[src/rtl/alu_issue_ctrl.sv]
// rtl/alu_issue_ctrl.sv - issue/sequencing controller feeding a combinational ALU
//
// Purpose: accepts one instruction word, reads its operands from an internal
// 8x32 register file and presents them to the external ALU. It then samples the
// ALU result and flags, writes the result back and holds the flags for branch logic.
// Sequence is IDLE -> READ -> EXEC -> WB, so one instruction completes every 4 cycles.
//
// Ports:
//   CLK, RST               clock (rising edge), synchronous active-high reset
//   INSTR, INSTR_VALID     instruction word and its valid
//   INSTR_READY            high only in IDLE
//   ALU_IN1/IN2/SRA/SEL    registered operands / shift amount / opcode to the ALU
//   ALU_OUT, ALU_FLAGS     combinational ALU result and {Z,S,P,G,E,L}
//   RESULT, FLAGS          last written-back result / last latched flags
//   DONE, ERR              completion pulse / divide-by-zero pulse (with DONE)
//   BUSY                   instruction in flight
//   DBG_ADDR, DBG_DATA     combinational register-file debug read

module alu_issue_ctrl #(
  parameter bit IMM_SIGN  = 1'b0,
  parameter bit DIV0_TRAP = 1'b1
) (
  input  logic        CLK,
  input  logic        RST,
  input  logic [31:0] INSTR,
  input  logic        INSTR_VALID,
  output logic        INSTR_READY,
  output logic [31:0] ALU_IN1,
  output logic [31:0] ALU_IN2,
  output logic [4:0]  ALU_SRA,
  output logic [3:0]  ALU_SEL,
  input  logic [31:0] ALU_OUT,
  input  logic [5:0]  ALU_FLAGS,
  output logic [31:0] RESULT,
  output logic [5:0]  FLAGS,
  output logic        DONE,
  output logic        ERR,
  output logic        BUSY,
  input  logic [2:0]  DBG_ADDR,
  output logic [31:0] DBG_DATA
);

  localparam logic [1:0] S_IDLE = 2'd0;
  localparam logic [1:0] S_READ = 2'd1;
  localparam logic [1:0] S_EXEC = 2'd2;
  localparam logic [1:0] S_WB   = 2'd3;

  logic [1:0]  state;
  logic [31:0] instr_q;
  logic [31:0] regs [8];
  logic        err_q;

  // Decoded fields of the latched instruction
  logic [3:0]  f_sel;
  logic [2:0]  f_rd;
  logic [2:0]  f_rs1;
  logic [2:0]  f_rs2;
  logic [4:0]  f_sra;
  logic        f_imm;
  logic        f_nowb;
  logic [11:0] f_imm12;

  assign f_sel   = instr_q[31:28];
  assign f_rd    = instr_q[27:25];
  assign f_rs1   = instr_q[24:22];
  assign f_rs2   = instr_q[21:19];
  assign f_sra   = instr_q[18:14];
  assign f_imm   = instr_q[13];
  assign f_nowb  = instr_q[12];
  assign f_imm12 = instr_q[11:0];

  logic [31:0] imm_ext;
  logic [31:0] rs1_val;
  logic [31:0] rs2_val;
  logic        div0;

  assign imm_ext = IMM_SIGN ? {{20{f_imm12[11]}}, f_imm12} : {20'd0, f_imm12};

  // R0 is hard-wired to zero on every read path
  assign rs1_val  = (f_rs1 == 3'd0)    ? 32'd0 : regs[f_rs1];
  assign rs2_val  = (f_rs2 == 3'd0)    ? 32'd0 : regs[f_rs2];
  assign DBG_DATA = (DBG_ADDR == 3'd0) ? 32'd0 : regs[DBG_ADDR];

  // Evaluated on the registered ALU inputs while in EXEC
  assign div0 = DIV0_TRAP && ((ALU_SEL == 4'b0011) || (ALU_SEL == 4'b0100)) &&
                (ALU_IN2 == 32'd0);

  assign INSTR_READY = (state == S_IDLE);
  assign BUSY        = (state != S_IDLE);
  assign DONE        = (state == S_WB);
  assign ERR         = (state == S_WB) && err_q;

  always_ff @(posedge CLK) begin
    if (RST) begin
      state   <= S_IDLE;
      instr_q <= 32'd0;
      ALU_IN1 <= 32'd0;
      ALU_IN2 <= 32'd0;
      ALU_SRA <= 5'd0;
      ALU_SEL <= 4'd0;
      RESULT  <= 32'd0;
      FLAGS   <= 6'd0;
      err_q   <= 1'b0;
      for (int i = 0; i < 8; i++) begin
        regs[i] <= 32'd0;
      end
    end else begin
      case (state)
        S_IDLE: begin
          if (INSTR_VALID) begin
            instr_q <= INSTR;
            state   <= S_READ;
          end
        end
        S_READ: begin
          ALU_IN1 <= rs1_val;
          ALU_IN2 <= f_imm ? imm_ext : rs2_val;
          ALU_SRA <= f_sra;
          ALU_SEL <= f_sel;
          state   <= S_EXEC;
        end
        S_EXEC: begin
          // The ALU output is sampled straight into RESULT/FLAGS and the
          // register file here, so the WB cycle (DONE high) already shows the
          // written-back values and the next READ sees them.
          err_q <= div0;
          if (div0) begin
            RESULT <= 32'd0;
          end else begin
            RESULT <= ALU_OUT;
            FLAGS  <= ALU_FLAGS;
            if (!f_nowb && (f_rd != 3'd0)) begin
              regs[f_rd] <= ALU_OUT;
            end
          end
          state <= S_WB;
        end
        default: begin
          state <= S_IDLE;
        end
      endcase
    end
  end

endmodule
[config.mk]
export PLATFORM = sky130hd
export DESIGN_NAME = alu_issue_ctrl
export DESIGN_NICKNAME = d
export VERILOG_FILES = /design/src/rtl/alu_issue_ctrl.sv
export SDC_FILE = /design/constraint.sdc
export NUM_CORES = 1
export LEC_CHECK = 0
export CAP_MARGIN = 0
export CORE_ASPECT_RATIO = 0.9
export CORE_MARGIN = 4
export CORE_UTILIZATION = 60
export CTS_BUF_LIST = sky130_fd_sc_hd__clkbuf_8
export DETAILED_ROUTE_END_ITERATION = 7
export PLACE_DENSITY = 0.84
export SLEW_MARGIN = 20
export SYNTH_ARGS = -nofsm -noshare
export SYNTH_HDL_FRONTEND = slang
export SYNTH_SLANG_ARGS = --single-unit
export TNS_END_PERCENT = 1
[constraint.sdc]
create_clock -name CLK -period 10.2 [get_ports CLK]
set_input_delay 3.06 -clock CLK [delete_from_list [all_inputs] [get_ports CLK]]
set_output_delay 3.06 -clock CLK [all_outputs]
set_load 0.03 [all_outputs]
# Yosys cells after proc, flatten, opt, wreduce, memory -nomap -nowiden
# Memories as Yosys holds them, arrays and structs flattened. A register that Yosys moved wholly into a read port is not among the register bits.
# Index checks and enable logic that the tools add are counted.
word_totals:
  register_bits: 146
  ramBits: 256
  in_bits: 76
  output_inout_bits: 147
  elab_cells: 53
  memories: 1
memory_table:
  columns: ["memory", "words", "word_bits", "read_ports", "rd_ports_with_merged_regs", "wr", "line", "text"]
  rows:
  - ["regs", 8, 32, 3, 2, 8, "50", "logic [31:0] regs [8];"]
op_classes:
  n_eq_ne: 6
  muxes: 21
  bitwise: 1
  reduce_logical: 15
op_table:
  columns: ["op", "count"]
  rows:
  - ["32-bit two-way mux", 6]
  - ["32-bit zero test", 1]
  - ["32-bit OR reduction", 1]
  - ["3-bit two-way mux", 5]
  - ["3-bit zero test", 3]
  - ["1-bit two-way mux", 8]
  - ["2-bit one-hot mux with 3 select lines", 1]
  - ["2-bit equality test, second input constant", 2]
  - ["4-bit by 2-bit equality test with 1-bit output, second input constant", 1]
  - ["4-bit by 3-bit equality test with 1-bit output, second input constant", 1]
  - ["2-bit AND reduction", 2]
  - ["1-bit logical AND", 3]
  - ["3-bit nonzero test", 1]
  - ["2-bit by 1-bit equality test with 1-bit output, second input constant", 1]
  - ["2-bit zero test", 1]
  - ["2-bit two-way mux", 1]
  - ["2-bit inequality test, second input constant", 1]
  - ["2-bit nonzero test", 1]
  - ["1-bit zero test", 1]
  - ["1-bit logical OR", 1]
  - ["1-bit inverter", 1]

# Longest topological paths before layout
# Gate-level depths: netlist of run 1.
depth:
  word_depth: 9
  mapped_depth: 9
  depth_no_buf: 6

# Least setup slack after synthesis of run 1
# OpenSTA, ideal clock, no wires.
synth_path:
  path_type: "input to output"
  startpoint: "in DBG_ADDR[0]"
  endpoint: "out DBG_DATA[31]"
  arrival_time_ns: 4.821
  required_ns: 7.140
  setup_slack_ns: 2.319
  path_stages: 5
  path_buffers: 3
  cell_sequence: "buf_2 > clkbuf_1 > buf_1 > a22oi_1 > o21ai_0"
synth_between:
  elab_chain_len: 2
  word_cells_on_any_way: 3
  cone_classes: "mux (1); reduce/logical (1); memory (1)"
synth_lines:
  columns: ["element", "line", "text"]
  rows:
  - ["start, declared", "39", "input logic [2:0] DBG_ADDR,"]
  - ["memory 8 x 32 bit / 3-bit zero test (equally long branches)", null, null]
  - ["32-bit two-way mux (*)", "82", "assign DBG_DATA = (DBG_ADDR == 3'd0) ? 32'd0 : regs[DBG_ADDR];"]
  - ["end, declared", "40", "output logic [31:0] DBG_DATA"]
# Mark *: on every way between the ends. The rest lies on a longest branch, timed or not.

# Worst setup path after layout of run 1
layout_path:
  startpoint: "in DBG_ADDR[1]"
  endpoint: "out DBG_DATA[21]"
# Same word-level chain as after synthesis.

==> metrics.csv, run 1 <==
metric,value,unit
layout_commonest_cell,edfxtp_1,
cp-end-kind,output port,
cts_buffer_depth,3,
pwr-share-seq,47.0,%
pre_cts_ws,1.69,ns
clock-root-buffer,clkbuf_8,
grt_pass1_wl,93600,µm
clock_skew,0.0203,ns
grt_max_degree,80,
crit_arrival,5.51,ns
synth_area,0.0203,mm²
vias,15600,
rows,63,
ant_nets,0,
layout_common_cells,"edfxtp_1, clkdlybuf4s50_1, nor3_1",
synth_edf_count,256,
critical_path_class,primary input to output port,
p_sw_share,30.2,%
power_frac_clock,32.5,%
required,7.14,ns
irDropWorstVdd,0.121,mV
fin_ws,1.63,ns
cts_num_sinks,408,
initialDrtViolationCount,2054,
dr.pass1.iters,5,
fin_crit,8.57,ns
max_slew_margin,25.0,%
p_leak,0.00860,µW
rsz0062_at_grt,false,
p_comb_share,20.5,%
drt-wirelength-per-cell,27.0,µm
die_w,202,µm
coreArea,0.0332,mm²
maxCapViolations,0,
synth_cells,1589,
fin_crit_sh,84.0,%
start_util,61.2,%
rrSetupSlack,6.11,ns
p_int,2860,µW
setup_viol,0,
path_clk_slew,0.06,ns
power_switching,1240,µW
num_io_pins,223,
io_buffers,222,
drv_slew,0,
final_cell_area,0.0242,mm²
gp_congestion,0.831,
setup_tns,0,ns
antenna_cells,0,
grt-ovfl-total,0,
ys_ff_latch,408,
cts_resized,0,
h-tree-depth,3,
synth-seq-area-share,52.8,%
grt_pass1_vias,15700,
die_h,183,µm
hold_viol,0,
synth_top_flop_cell,edfxtp_1,
postCtsHoldBufs,0,
drive_gt1_share,19.1,%
cp-start-kind,primary input,
avgSynthCellArea,12.8,µm²
die-area,0.0369,mm²
cts_tree,built,
wl,62200,µm
post-route-drc-count,0,
ys.warnings.count,0,
placed_area,0.0230,mm²
fmax,0.117,GHz
via_per_inst,6.74,
clk_latency,0.60,ns
post_cts_buffers,0,
nets,1879,
powerDensity,169,mW/mm²
hp-class,flip-flop to flip-flop,
track_usage,33.4,%
hpwl,37400,µm
synthArstFlopShare,0,%
grt_antenna_before_repair,0,
cts_made_buffers,67,
ys_types,50,
worst-path-max-fanout,28,
worstMarginPinSlew,1.12,ns
status,"complete, no violations",
area_delta_synth_final,19.2,%
## flip-flops by register name, summed over array words and instances, names as in the netlist, 4 cells and up, named ones only
name / flops
regs: 256
FLAGS: 6
ALU_SRA: 5
RESULT: 32
ALU_IN2: 32
ALU_SEL: 4
instr_q: 32
ALU_IN1: 32
## final cells by class
type,count,area (µm²)
fillers,2194,8960
multi-input cells,994,8920
clock buffers,75,1030
flip-flops and latches,408,10700
repair buffers,260,2500
inverters,68,255
clock inverters,47,208
well taps,455,569
## stage by stage
stage	instances	util, %	total power (µW)	hold slack (ns)
detailed placement	2185	69.3	2790	0.441
global route	2307	73.0	4230	0.475
floorplan	1620	-	2470	0.436
CTS	2307	73.0	4100	0.456
finish	2307	73.0	4100	0.448
global placement	2185	69.3	2760	0.432
## final timing paths
kind                                  start      endpoint  cells past startpoint
worst min register to register   ALU_IN1[5]    ALU_IN1[5]                      2
worst min-delay path             ALU_IN1[5]    ALU_IN1[5]                      2
worst max-delay path            DBG_ADDR[1]  DBG_DATA[21]                      6
worst max register to register     state[0]   regs[4][27]                      7
## critical path: stages
cell             delay (ns)
buf_2                  0.44
buf_4                  0.50
mux2_2                 0.39
a221oi_1               0.25
a21oi_1                0.15
clkdlybuf4s50_1        0.69
## cell usage after synthesis, types with 2 or more instances
cell type  count  area, µm²
o31ai_2        2       25.0
a221oi_1      31        272
buf_6          8       90.1
and2_1        67        419
ha_1           4       50.1
inv_1         67        251
o21ai_0       75        375
nor3b_1       37        278
and3_1         7       43.8
o31ai_1        2       15.0
o211ai_1       2       15.0
buf_2         22        110
nor2_1        14       52.6
mux2_2        32        360
edfxtp_1     256       7690
nand4_1        7       43.8
mux4_2       160       3600
o21ai_2        4       35.0
a41o_1        28        280
a311oi_1       2       17.5
nand2_1      132        495
dfxtp_1      152       3040
a22oi_1       13       97.6
buf_4          4       30.0
a21oi_1       71        355
nand3_1        7       35.0
buf_1         16       60.1
or3_1          4       25.0
nor4_1         5       31.3
clkbuf_1     100        375
nor2b_1        7       43.8
mux2i_1       73        731
nor3_1       161        806
## routing by layer
layer / part of all wire [%] / up-vias / GRT usage, %
met2: 49 / 1168 / 54.9
met3: 12 / 181 / 9.54
li1: - / 6515 / -
met1: 35 / 7692 / 41.8
met4: 4.0 / 0 / 14.3
met5: 0 / - / 0
## cell families (layout without fill, tap and decap cells)
| family | Yosys count | count (layout) | synth area share [%] |
|---|---|---|---|
| AOI/OAI and AO/OA | 235 | 235 | 7.61 |
| DFF | 408 | 408 | 52.8 |
| other | 1 | 32 | 0.0185 |
| buffers and inverters | 218 | 450 | 4.53 |
| adders and majority gates | 4 | 4 | 0.246 |
| muxes | 265 | 265 | 23.1 |
| and+or+nand+nor | 458 | 458 | 11.7 |
## power groups by stage
stage / Sequential, µW / Combinational, µW / Clock [µW]
after global placement: 1950 / 815 / 0
after detailed placement: 1960 / 830 / 0
after CTS: 1920 / 834 / 1340
final: 1920 / 842 / 1330
after floorplan: 1980 / 490 / 0
after global routing: 1930 / 883 / 1420
No activity file was read; power rests on OpenSTA's default activity.
==> run 2, diff against run 1 <==
--- a/config.mk
+++ b/config.mk
@@ -8,10 +8,10 @@
 export CAP_MARGIN = 0
 export CORE_ASPECT_RATIO = 0.9
 export CORE_MARGIN = 4
-export CORE_UTILIZATION = 60
+export CORE_UTILIZATION = 59
 export CTS_BUF_LIST = sky130_fd_sc_hd__clkbuf_8
 export DETAILED_ROUTE_END_ITERATION = 7
-export PLACE_DENSITY = 0.84
+export PLACE_DENSITY = 0.83
 export SLEW_MARGIN = 20
 export SYNTH_ARGS = -nofsm -noshare
 export SYNTH_HDL_FRONTEND = slang
==> constraint.sdc (replaced) <==
create_clock -name CLK -period 7.9 [get_ports CLK]
set_input_delay 2.37 -clock CLK [delete_from_list [all_inputs] [get_ports CLK]]
set_output_delay 2.37 -clock CLK [all_outputs]
set_load 0.03 [all_outputs]
==> run 2 against run 1 <==
Net effect:
- sequential power rose by 30%
- final cell count rose by 0.39%
- sequential cell count did not move
- cell area fell by 0.23%
- power rose by 29%
- non-clock buffer count fell by 1
- global-route usage fell by 0.16 points
- worst setup slack got worse by 0.86 ns
- critical path depth did not move
- routed wire length rose by 0.68%
- largest cell class unchanged
==> metrics.csv, run 2 (synthesized netlist as in run 1, its figures left out) <==
metric,value,unit,change
status,"complete, no violations",,
post_cts_buffers,0,,unchanged
num-fill-cells,2305,,+5.1%
layout_commonest_cell,edfxtp_1,,
die-area,0.0375,mm²,+1.6%
clock_skew,0.0360,ns,+0.0157 ns
hpwl,39100,µm,+4.4%
crit_arrival,4.76,ns,-0.75 ns
cts_buffer_depth,3,,unchanged
drt-wirelength-per-cell,27.1,µm,+0.29%
critical_path_cell_count,6,,unchanged
grt_pass1_wl,94000,µm,+0.45%
nets,1877,,-0.11%
grt_max_degree,80,,unchanged
worst-path-max-fanout,43,,+54%
num_io_pins,223,,unchanged
top_register,regs,,
rsz0062_at_grt,false,,
cts_num_sinks,408,,unchanged
hold_depth,2,,unchanged
hp-class,flip-flop to flip-flop,,
dr.pass1.iters,5,,unchanged
final-seq-area,0.0107,mm²,unchanged
start_util,59.9,%,-1.4 points
cp-end-kind,output port,,
r2r_cells,6,,-1
irDropWorstVdd,0.159,mV,+31%
power_frac_clock,32.4,%,about the same
fin_crit_sh,90.3,%,
rrSetupSlack,3.16,ns,-2.95 ns
area_delta_synth_final,19.0,%,
clk_latency,0.61,ns,about the same
layout_common_cells,"edfxtp_1, clkdlybuf4s50_1, nor3_1",,
grt_antenna_before_repair,5,,+5
multi_input_area,0.00887,mm²,-0.53%
fin_crit,7.13,ns,
rr_startpoint,ALU_IN2[5],,
fmax,0.140,GHz,
cp-start-kind,primary input,,
grt_pass1_vias,15700,,+0.11%
cts_resized,0,,unchanged
setup_viol,0,,unchanged
p_int,3680,µW,+28%
p_sw_share,30.6,%,+0.43 points
gp_congestion,0.856,,+3.0%
io_buffers,222,,unchanged
via_per_inst,6.67,,-1.0%
die_w,204,µm,+0.81%
ant_nets,0,,unchanged
max_slew_margin,22.3,%,-2.7 points
powerDensity,219,mW/mm²,+30%
track_usage,33.2,%,-0.16 points
required,5.53,ns,-1.61 ns
fin_ws,0.766,ns,-0.861 ns
holdPathEnd,ALU_IN1[6],,
clock-root-buffer,clkbuf_8,,
rows,64,,+1.6%
p_leak,0.00857,µW,-0.35%
wl,62700,µm,+0.68%
initialDrtViolationCount,2264,,+10%
worst-path-buf-inv,4,,+1
setup_tns,0,ns,unchanged
rr_endpoint,regs[7][20],,
critical_path_class,primary input to output port,,
h-tree-depth,3,,unchanged
vias,15500,,-0.65%
cts_tree,built,,
path_clk_slew,0.06,ns,about the same
drive_gt1_share,18.9,%,-0.14 points
pre_cts_ws,0.851,ns,-0.839 ns
maxCapViolations,0,,unchanged
p_comb_share,20.6,%,about the same
crit_slowest_cell,clkdlybuf4s50_1,,
hold_viol,0,,unchanged
crit_chain,"buf_4, buf_12, mux4_2, inv_1, a21oi_1, clkdlybuf4s50_1",,
grt-ovfl-total,0,,unchanged
worstMarginPinSlew,1.16,ns,+0.0383 ns
holdCritStartpoint,ALU_IN1[6],,
drv_slew,0,,unchanged
die_h,184,µm,+0.81%
pwr-share-seq,47.0,%,about the same
critPathMaxStageDelay,0.76,ns,+0.07 ns
largest_register_ffs,256,,unchanged
power_switching,1620,µW,+31%
path_delay_family,buffers and inverters,,
postCtsHoldBufs,0,,unchanged
post-route-drc-count,0,,unchanged
cts_made_buffers,66,,-1.5%
coreArea,0.0340,mm²,+2.3%
## run 2: cell count changes in the layout (fill, tap and decap cells not counted), sizes merged
cell      delta
diode        +4
clkinv       +9
clkinvlp     -3
buf          -1
inv          -5
clkbuf       -2
## run 2: metal layers
layer,share of wire [%],up-vias,global-route usage (%)
met5,0.016,-,0
met2,47,1176,53.2
li1,-,6522,-
met4,4.5,2,14.1
met3,14,216,10.3
met1,35,7539,42.4
## run 2: final cells by class
type                       instances  share of cell area (%)
multi-input combinational        994                    36.7
clock inverter                    48                   0.895
antenna                            4                  0.0414
timing repair buffer             259                    10.3
clock buffer                      73                    4.16
inverter                          68                    1.06
sequential                       408                    44.4
tap                              462                    2.39
## run 2: power by group through the flow
stage | Combinational [µW] | Sequential (µW) | Clock [µW]
after global placement | 1050 | 2520 | 0
after global routing | 1150 | 2500 | 1830
after detailed placement | 1070 | 2530 | 0
final | 1090 | 2490 | 1710
after CTS | 1080 | 2490 | 1720
after floorplan | 632 | 2560 | 0
## run 2: worst max-delay path by stage
stage,start,end,slack [ns]
floorplan,DBG_ADDR[0],DBG_DATA[31],1.40
global placement,DBG_ADDR[0],DBG_DATA[21],0.87
detailed placement,DBG_ADDR[0],DBG_DATA[21],0.85
CTS,DBG_ADDR[0],DBG_DATA[21],0.85
global route,DBG_ADDR[0],DBG_DATA[21],0.66
finish,DBG_ADDR[0],DBG_DATA[21],0.77
## run 2: worst min-delay path: stages, from the launching register on
cell	delay [ns]
dfxtp_1	0.32
nand2_1	0.05
o21ai_0	0.06
## run 2: stage by stage
step,hold WS [ns],instance area (µm²),power [µW],cells,util (%)
after global placement,0.437,22900,3570,2191,67.5
after floorplan,0.436,20400,3190,1620,-
after detailed placement,0.445,22900,3600,2191,67.6
after CTS,0.458,24200,5290,2312,71.2
final,0.458,24200,5300,2316,71.2
after global routing,0.482,24200,5480,2315,71.2
